### config.mk
export PLATFORM = sky130hd
export DESIGN_NAME = riscv_mem_ctrl
export DESIGN_NICKNAME = d
export VERILOG_FILES = /design/src/rtl/riscv_mem_ctrl.sv
export SDC_FILE = /design/constraint.sdc
export NUM_CORES = 1
export LEC_CHECK = 0
export CAP_MARGIN = 20
export CORE_ASPECT_RATIO = 0.75
export CORE_MARGIN = 1
export CORE_UTILIZATION = 36
export DETAILED_ROUTE_END_ITERATION = 10
export GPL_TIMING_DRIVEN = 1
export PLACE_DENSITY = 0.63
export SLEW_MARGIN = 20
export SYNTH_ARGS = -nofsm -noshare
export SYNTH_HDL_FRONTEND = slang
export SYNTH_SLANG_ARGS = --single-unit
### constraint.sdc
create_clock -name clk -period 5.2 [get_ports clk]
set_input_delay 1.04 -clock clk [delete_from_list [all_inputs] [get_ports clk]]
set_output_delay 1.04 -clock clk [all_outputs]
set_load 0.05 [all_outputs]
### src/rtl/riscv_mem_ctrl.sv
// riscv_mem_ctrl: arbiter and byte sequencer in front of a byte-wide BRAM.
// Two requesters share the BRAM: instruction fetch (if_*, always a word load)
// and load/store data (d_*, RISC-V funct3 sizing). A request is turned into
// 1, 2 or 4 little-endian single-byte BRAM accesses. Loads are sign/zero
// extended. A request that is illegal, misaligned or out of range is answered
// with err=1 and never touches the BRAM.
// Ports:
//   clk, rst                  clock, synchronous active-high reset
//   if_req/if_addr            fetch request (held until if_ready)
//   if_ready/if_rdata/if_err  one-cycle fetch completion with result
//   d_req/d_we/d_funct3/d_addr/d_wdata  data request (held until d_ready)
//   d_ready/d_rdata/d_err     one-cycle data completion with result
//   bram_write_en/bram_waddr/bram_wdata/bram_raddr/bram_dout  BRAM side
//   busy                      controller is not idle
module riscv_mem_ctrl #(
    parameter int ADDR_LENGTH = 32,
    parameter int NUM_MEM     = 10
) (
    input  logic                   clk,
    input  logic                   rst,
    input  logic                   if_req,
    input  logic [ADDR_LENGTH-1:0] if_addr,
    output logic                   if_ready,
    output logic [31:0]            if_rdata,
    output logic                   if_err,
    input  logic                   d_req,
    input  logic                   d_we,
    input  logic [2:0]             d_funct3,
    input  logic [ADDR_LENGTH-1:0] d_addr,
    input  logic [31:0]            d_wdata,
    output logic                   d_ready,
    output logic [31:0]            d_rdata,
    output logic                   d_err,
    output logic                   bram_write_en,
    output logic [ADDR_LENGTH-1:0] bram_waddr,
    output logic [7:0]             bram_wdata,
    output logic [ADDR_LENGTH-1:0] bram_raddr,
    input  logic [7:0]             bram_dout,
    output logic                   busy
);

    typedef enum logic [1:0] {IDLE = 2'd0, XFER = 2'd1, DONE = 2'd2} state_t;

    // One bit wider than an address so addr+N-1 cannot wrap.
    localparam logic [ADDR_LENGTH:0] NUM_MEM_W = (ADDR_LENGTH+1)'(NUM_MEM);

    state_t                 state_r, state_next_s;
    logic [1:0]             cnt_r, last_r;
    logic [ADDR_LENGTH-1:0] addr_r;
    logic                   we_r, port_r, last_grant_r;   // port: 1 = D, 0 = IF
    logic [2:0]             funct3_r;
    logic [31:0]            wdata_r, result_r, result_next_s;
    logic                   if_ready_r, if_err_r, d_ready_r, d_err_r;
    logic [31:0]            if_rdata_r, d_rdata_r;

    logic                   grant_s, grant_d_s, bad_s, xfer_s;
    logic [ADDR_LENGTH-1:0] g_addr_s, cur_addr_s;
    logic                   g_we_s;
    logic [2:0]             g_funct3_s;
    logic [31:0]            g_wdata_s;
    logic [1:0]             g_last_s;
    logic [4:0]             lane_s;

    // Index of the last byte of an access: 0, 1 or 3 for byte/half/word.
    function automatic logic [1:0] last_index(input logic [1:0] sz);
        logic [1:0] r;
        case (sz)
            2'b00:   r = 2'd0;
            2'b01:   r = 2'd1;
            default: r = 2'd3;
        endcase
        return r;
    endfunction

    // Legality, alignment and range check of a request at grant time.
    function automatic logic req_error(input logic we, input logic [2:0] f3,
                                       input logic [ADDR_LENGTH-1:0] addr);
        logic                 bad;
        logic [1:0]           last;
        logic [ADDR_LENGTH:0] end_addr;
        last     = last_index(f3[1:0]);
        end_addr = {1'b0, addr} + {{(ADDR_LENGTH-1){1'b0}}, last};
        if (we) begin
            bad = (f3 > 3'd2);
        end else begin
            bad = (f3 == 3'd3) || (f3 == 3'd6) || (f3 == 3'd7);
        end
        if ((last == 2'd1) && addr[0]) begin
            bad = 1'b1;
        end else if ((last == 2'd3) && (addr[1:0] != 2'b00)) begin
            bad = 1'b1;
        end else begin
            bad = bad;
        end
        if (end_addr >= NUM_MEM_W) begin
            bad = 1'b1;
        end else begin
            bad = bad;
        end
        return bad;
    endfunction

    // RISC-V load extension of the assembled little-endian bytes.
    function automatic logic [31:0] load_extend(input logic [2:0] f3, input logic [31:0] raw);
        logic [31:0] r;
        case (f3)
            3'd0:    r = {{24{raw[7]}}, raw[7:0]};
            3'd1:    r = {{16{raw[15]}}, raw[15:0]};
            3'd4:    r = {24'd0, raw[7:0]};
            3'd5:    r = {16'd0, raw[15:0]};
            default: r = raw;
        endcase
        return r;
    endfunction

    assign xfer_s     = (state_r == XFER);
    assign lane_s     = {cnt_r, 3'b000};
    assign cur_addr_s = addr_r + {{(ADDR_LENGTH-2){1'b0}}, cnt_r};

    // Arbitration, request selection, error check and next-state decode.
    always_comb begin
        state_next_s  = state_r;
        grant_s       = 1'b0;
        grant_d_s     = 1'b0;
        g_addr_s      = if_addr;
        g_we_s        = 1'b0;
        g_funct3_s    = 3'd2;
        g_wdata_s     = 32'd0;
        g_last_s      = 2'd3;
        bad_s         = 1'b0;
        result_next_s = result_r;
        result_next_s[lane_s +: 8] = bram_dout;
        case (state_r)
            IDLE: begin
                if (if_req && d_req) begin
                    grant_s   = 1'b1;
                    grant_d_s = ~last_grant_r;
                end else if (d_req) begin
                    grant_s   = 1'b1;
                    grant_d_s = 1'b1;
                end else if (if_req) begin
                    grant_s   = 1'b1;
                    grant_d_s = 1'b0;
                end else begin
                    grant_s   = 1'b0;
                    grant_d_s = 1'b0;
                end
                if (grant_d_s) begin
                    g_addr_s   = d_addr;
                    g_we_s     = d_we;
                    g_funct3_s = d_funct3;
                    g_wdata_s  = d_wdata;
                end else begin
                    g_addr_s   = if_addr;
                    g_we_s     = 1'b0;
                    g_funct3_s = 3'd2;
                    g_wdata_s  = 32'd0;
                end
                g_last_s = last_index(g_funct3_s[1:0]);
                bad_s    = req_error(g_we_s, g_funct3_s, g_addr_s);
                if (grant_s) begin
                    state_next_s = bad_s ? DONE : XFER;
                end else begin
                    state_next_s = IDLE;
                end
            end
            XFER: begin
                if (cnt_r == last_r) begin
                    state_next_s = DONE;
                end else begin
                    state_next_s = XFER;
                end
            end
            DONE:    state_next_s = IDLE;
            default: state_next_s = IDLE;
        endcase
    end

    // State, latched request, byte assembly and registered completion outputs.
    always_ff @(posedge clk) begin
        if (rst) begin
            state_r      <= IDLE;
            cnt_r        <= 2'd0;
            last_r       <= 2'd0;
            addr_r       <= '0;
            we_r         <= 1'b0;
            port_r       <= 1'b0;
            last_grant_r <= 1'b0;
            funct3_r     <= 3'd0;
            wdata_r      <= 32'd0;
            result_r     <= 32'd0;
            if_ready_r   <= 1'b0;
            if_err_r     <= 1'b0;
            if_rdata_r   <= 32'd0;
            d_ready_r    <= 1'b0;
            d_err_r      <= 1'b0;
            d_rdata_r    <= 32'd0;
        end else begin
            state_r    <= state_next_s;
            // Completion outputs are single-cycle: cleared unless set below.
            if_ready_r <= 1'b0;
            if_err_r   <= 1'b0;
            if_rdata_r <= 32'd0;
            d_ready_r  <= 1'b0;
            d_err_r    <= 1'b0;
            d_rdata_r  <= 32'd0;
            case (state_r)
                IDLE: begin
                    if (grant_s) begin
                        last_grant_r <= grant_d_s;
                        port_r       <= grant_d_s;
                        addr_r       <= g_addr_s;
                        we_r         <= g_we_s;
                        funct3_r     <= g_funct3_s;
                        wdata_r      <= g_wdata_s;
                        last_r       <= g_last_s;
                        cnt_r        <= 2'd0;
                        result_r     <= 32'd0;
                        if (bad_s) begin
                            if (grant_d_s) begin
                                d_ready_r <= 1'b1;
                                d_err_r   <= 1'b1;
                            end else begin
                                if_ready_r <= 1'b1;
                                if_err_r   <= 1'b1;
                            end
                        end
                    end
                end
                XFER: begin
                    cnt_r <= cnt_r + 2'd1;
                    if (!we_r) begin
                        result_r <= result_next_s;
                    end
                    // The final byte is folded in directly from bram_dout.
                    if (cnt_r == last_r) begin
                        if (port_r) begin
                            d_ready_r <= 1'b1;
                            d_rdata_r <= we_r ? 32'd0 : load_extend(funct3_r, result_next_s);
                        end else begin
                            if_ready_r <= 1'b1;
                            if_rdata_r <= load_extend(funct3_r, result_next_s);
                        end
                    end
                end
                DONE:    cnt_r <= 2'd0;
                default: cnt_r <= 2'd0;
            endcase
        end
    end

    assign if_ready = if_ready_r;
    assign if_rdata = if_rdata_r;
    assign if_err   = if_err_r;
    assign d_ready  = d_ready_r;
    assign d_rdata  = d_rdata_r;
    assign d_err    = d_err_r;
    assign busy     = (state_r != IDLE);

    // Write enable is gated by rst so an aborting reset cycle writes nothing.
    assign bram_write_en = xfer_s && we_r && !rst;
    assign bram_waddr    = (xfer_s && we_r) ? cur_addr_s : '0;
    assign bram_wdata    = (xfer_s && we_r) ? wdata_r[lane_s +: 8] : 8'd0;
    assign bram_raddr    = xfer_s ? cur_addr_s : '0;

endmodule

==> impl_metrics.yaml, run 1 <==
run_status:
  status: "completed"
setup_path:
  path_buf_inv: 1
  crit_path_start: "addr_r[1]"
  crit_path_max_fanout: 5
  cp.arrival_ns: 3.66
  path_cells: "ha_1 > a21o_1 > nand4_1 > nor2_1 > nand3_1 > or3_1 > nor2_1 > xnor2_1 > nor2_1 > clkdlybuf4s50_1"
  worst_path_most_repeated_cell: "nor2_1"
  reg2reg_from: "last_grant_r"
  worstPathRequired_ns: 4.16
  crit_type: "reg2out"
  critPathMaxStageDelay_ns: 0.82
  cp-start-kind: "flip-flop"
  slowest_stage: "clkdlybuf4s50_1"
  critPathTopFamily: "simple AND/OR/NAND/NOR gates"
  end_kind: "output pin"
clocking:
  cts_tree: "built"
  cts_buffer_depth: 2
  root_buffer: "clkbuf_16"
  postCtsHoldBufs: 0
  cts_sinks: 174
  cts.htree.levels: 4
  clkTransAtPathRegs_ns: 0.07
  worst_skew_pair.late_latency_ns: 0.44
  cts-resized-gates: 0
  post-cts-setup-buffer-count: 0
  numCtsBuffers: 17
synthesis:
  ys_ff_latch: 174
  post_synth_instance_area_um2: 8970
  yosysWarnings: 0
  synth_edf_count: 0
  synth_nets: 1248
  synth.avg_cell_area_um2: 7.97
  netlist_instances: 1125
  synth_async_sr_flop_share_pct: 0
  yosysUniqueCellTypes: 70
  synth-seq-area-share_pct: 38.8
  synth_flop_cell: "dfxtp_1"
global_routing:
  antenna_found_initial: 1
  use_met2_pct: 33.0
  met1_usage_pct: 35.9
  grt_util_met3_pct: 6.28
  grt.total_usage_pct: 23.7
  grt_pass1_wl_um: 47200
  first_global_vias: 8251
  grt_max_degree: 69
  busiest_layer: "met1"
  grt-ovfl-total: 0
layout:
  nFillCells: 2311
  nNetsFinal: 1470
  multiInputGateArea_um2: 5050
  drive_gt1_share_pct: 7.37
  area_growth_pct: 37.8
  seqCellArea_um2: 3480
  final_cell_count_no_fill: 1688
  final_cell_mix: "241 x clkdlybuf4s50_1, 212 x nor2_1, 173 x dfxtp_1, 98 x nand2_1, 76 x a21oi_1"
  final_common_cell: "clkdlybuf4s50_1"
placed_design:
  dpl.hpwl_um: 22700
  gp_congestion: 0.886
  dp_cells: 1659
  numPortBuffers: 253
drt:
  drc: 0
  ant_nets: 0
  routed-via-count: 8911
  vias_per_cell: 5.28
  drtIter0Drc: 731
  first_pass_iters: 5
  avgRoutedWirePerCell_um: 17.8
  drt_wl_total_um: 30100
pwr:
  powerDensity_nw_per_um2: 256
  p_leak_nw: 4.44
  ir_worst_vdd_mv: 0.217
sta:
  maxSlewViolCount: 0
  timing.setup.tns_ns: 0
  period_needed_ns: 4.70
  rsz0062_at_grt: "false"
  period_share_pct: 90.4
  finalHoldViolCount: 0
  setup_viol: 0
  relSlewSlack_pct: 29.3
  fmax_mhz: 213
  skew_ns: 0.00681
  worst_pin_slew_ns: 1.05
die:
  core_um2: 24200
  row_count: 49
  chipHeight_um: 139
  die_x_um: 184
  start_util_pct: 37.0
  fp.dieArea_um2: 25600
  io_pins: 254
job:
  maxCapViolCount: 0
hold_path:
  min_from: "result_r[4]"
  hold_path_class: "reg2reg"
[cells by family (layout without fill, tap and decap cells)]
family,count (synthesis),after routing,synth area share (%)
buffers and inverters,112,343,5.12
AND/OR/NAND/NOR,498,498,26.2
AO/OA/AOI/OAI,249,249,18.5
XOR/XNOR,45,45,4.39
multiplexers,36,36,5.22
flip-flops,174,174,38.8
other,0,1,0
adder cells (fa/ha/maj),11,11,1.70
[tightest hold or removal path, stage by stage, from the launching register on]
cell	delay (ns)
dfxtp_1	0.32
a21oi_1	0.06
nor2_1	0.07
[flip-flops by register name, summed over array words and instances (netlist names)]
register,count
funct3_r,3
if_err,1
d_rdata,32
if_rdata,32
if_ready,1
d_ready,1
we_r,1
last_r,1
cnt_r,2
addr_r,32
state_r,2
result_r,32
wdata_r,32
d_err,1
last_grant_r,1
[per-stage QoR]
| step | utilization [%] | total power [W] | instance area, µm² | hold slack, ns | worst slack [ns] |
|---|---|---|---|---|---|
| after floorplan | - | 0.00172 | 8970 | 0.447 | 0.122 |
| after detailed placement | 48.7 | 0.00194 | 11800 | 0.466 | 0.172 |
| after CTS | 51.0 | 0.00318 | 12300 | 0.480 | 0.470 |
| after global routing | 51.0 | 0.00330 | 12400 | 0.506 | 0.265 |
| final | 51.0 | 0.00316 | 12400 | 0.478 | 0.501 |
| after global placement | 48.7 | 0.00194 | 11800 | 0.457 | 0.234 |
[power by group]
part           total [W]  switching (W)  internal [W]
Clock            0.00125       0.000512      0.000734
Sequential       0.00143      0.0000555       0.00138
Combinational   0.000485       0.000279      0.000206
[routing by layer]
metal / vias to the layer above / share of wire [%]
li1: 4390 / -
met1: 4165 / 50
met2: 326 / 40
met3: 30 / 8.3
met4: 0 / 1.4
met5: - / 0
[cell usage after synthesis, drive strengths merged (3+ instances only)]
cell / number / share of area [%]
o211ai: 3 / 0.25
and3: 21 / 1.5
xnor2: 23 / 2.2
buf: 18 / 1.2
ha: 9 / 1.3
nand4: 25 / 1.9
o31ai: 4 / 0.33
nand2b: 5 / 0.35
nor4: 11 / 1.0
clkbuf: 59 / 2.5
or2: 8 / 0.56
a211oi: 24 / 2.0
nand2: 98 / 4.1
dfxtp: 174 / 39
a21o: 3 / 0.25
inv: 35 / 1.5
a2111oi: 5 / 0.77
nand3: 23 / 1.3
or4: 4 / 0.33
o41ai: 3 / 0.38
mux4: 8 / 2.0
a31oi: 5 / 0.35
a22oi: 60 / 5.0
nor3: 20 / 1.1
a311oi: 5 / 0.49
nor2: 214 / 9.0
or3: 9 / 0.63
mux2: 3 / 0.42
nor2b: 11 / 0.77
o22ai: 3 / 0.28
o221ai: 3 / 0.36
and4: 5 / 0.49
and2: 36 / 2.5
o21ai: 42 / 2.3
xor2: 22 / 2.1
mux2i: 25 / 2.8
a21oi: 76 / 4.2
[path summary, 6_finish.rpt]
kind	slack, ns	endpoint	cells after the start
setup reg to reg	1.40	if_ready	12
setup / recovery	0.50	bram_waddr[29]	10
hold / removal	0.48	result_r[4]	2
hold reg to reg	0.48	result_r[4]	2
[final cells by class]
class / count / area share (%)
Antenna cell: 1 / 0.0202
Clock buffer: 22 / 3.84
Sequential cell: 174 / 28.2
Timing Repair Buffer: 280 / 22.0
Multi-Input combinational cell: 839 / 40.8
Inverter: 35 / 1.06
Clock inverter: 6 / 0.709
Tap cell: 331 / 3.35
No activity file was read; power rests on OpenSTA's default activity.
==> inputs of run 2 (changes only) <==
--- a/config.mk
+++ b/config.mk
@@ -12,6 +12,7 @@
 export DETAILED_ROUTE_END_ITERATION = 10
 export GPL_TIMING_DRIVEN = 1
 export PLACE_DENSITY = 0.63
+export SKIP_LAST_GASP = 1
 export SLEW_MARGIN = 20
 export SYNTH_ARGS = -nofsm -noshare
 export SYNTH_HDL_FRONTEND = slang
==> results of run 2 <==
The final DEF is identical to that of run 1; final timing and power are the same.
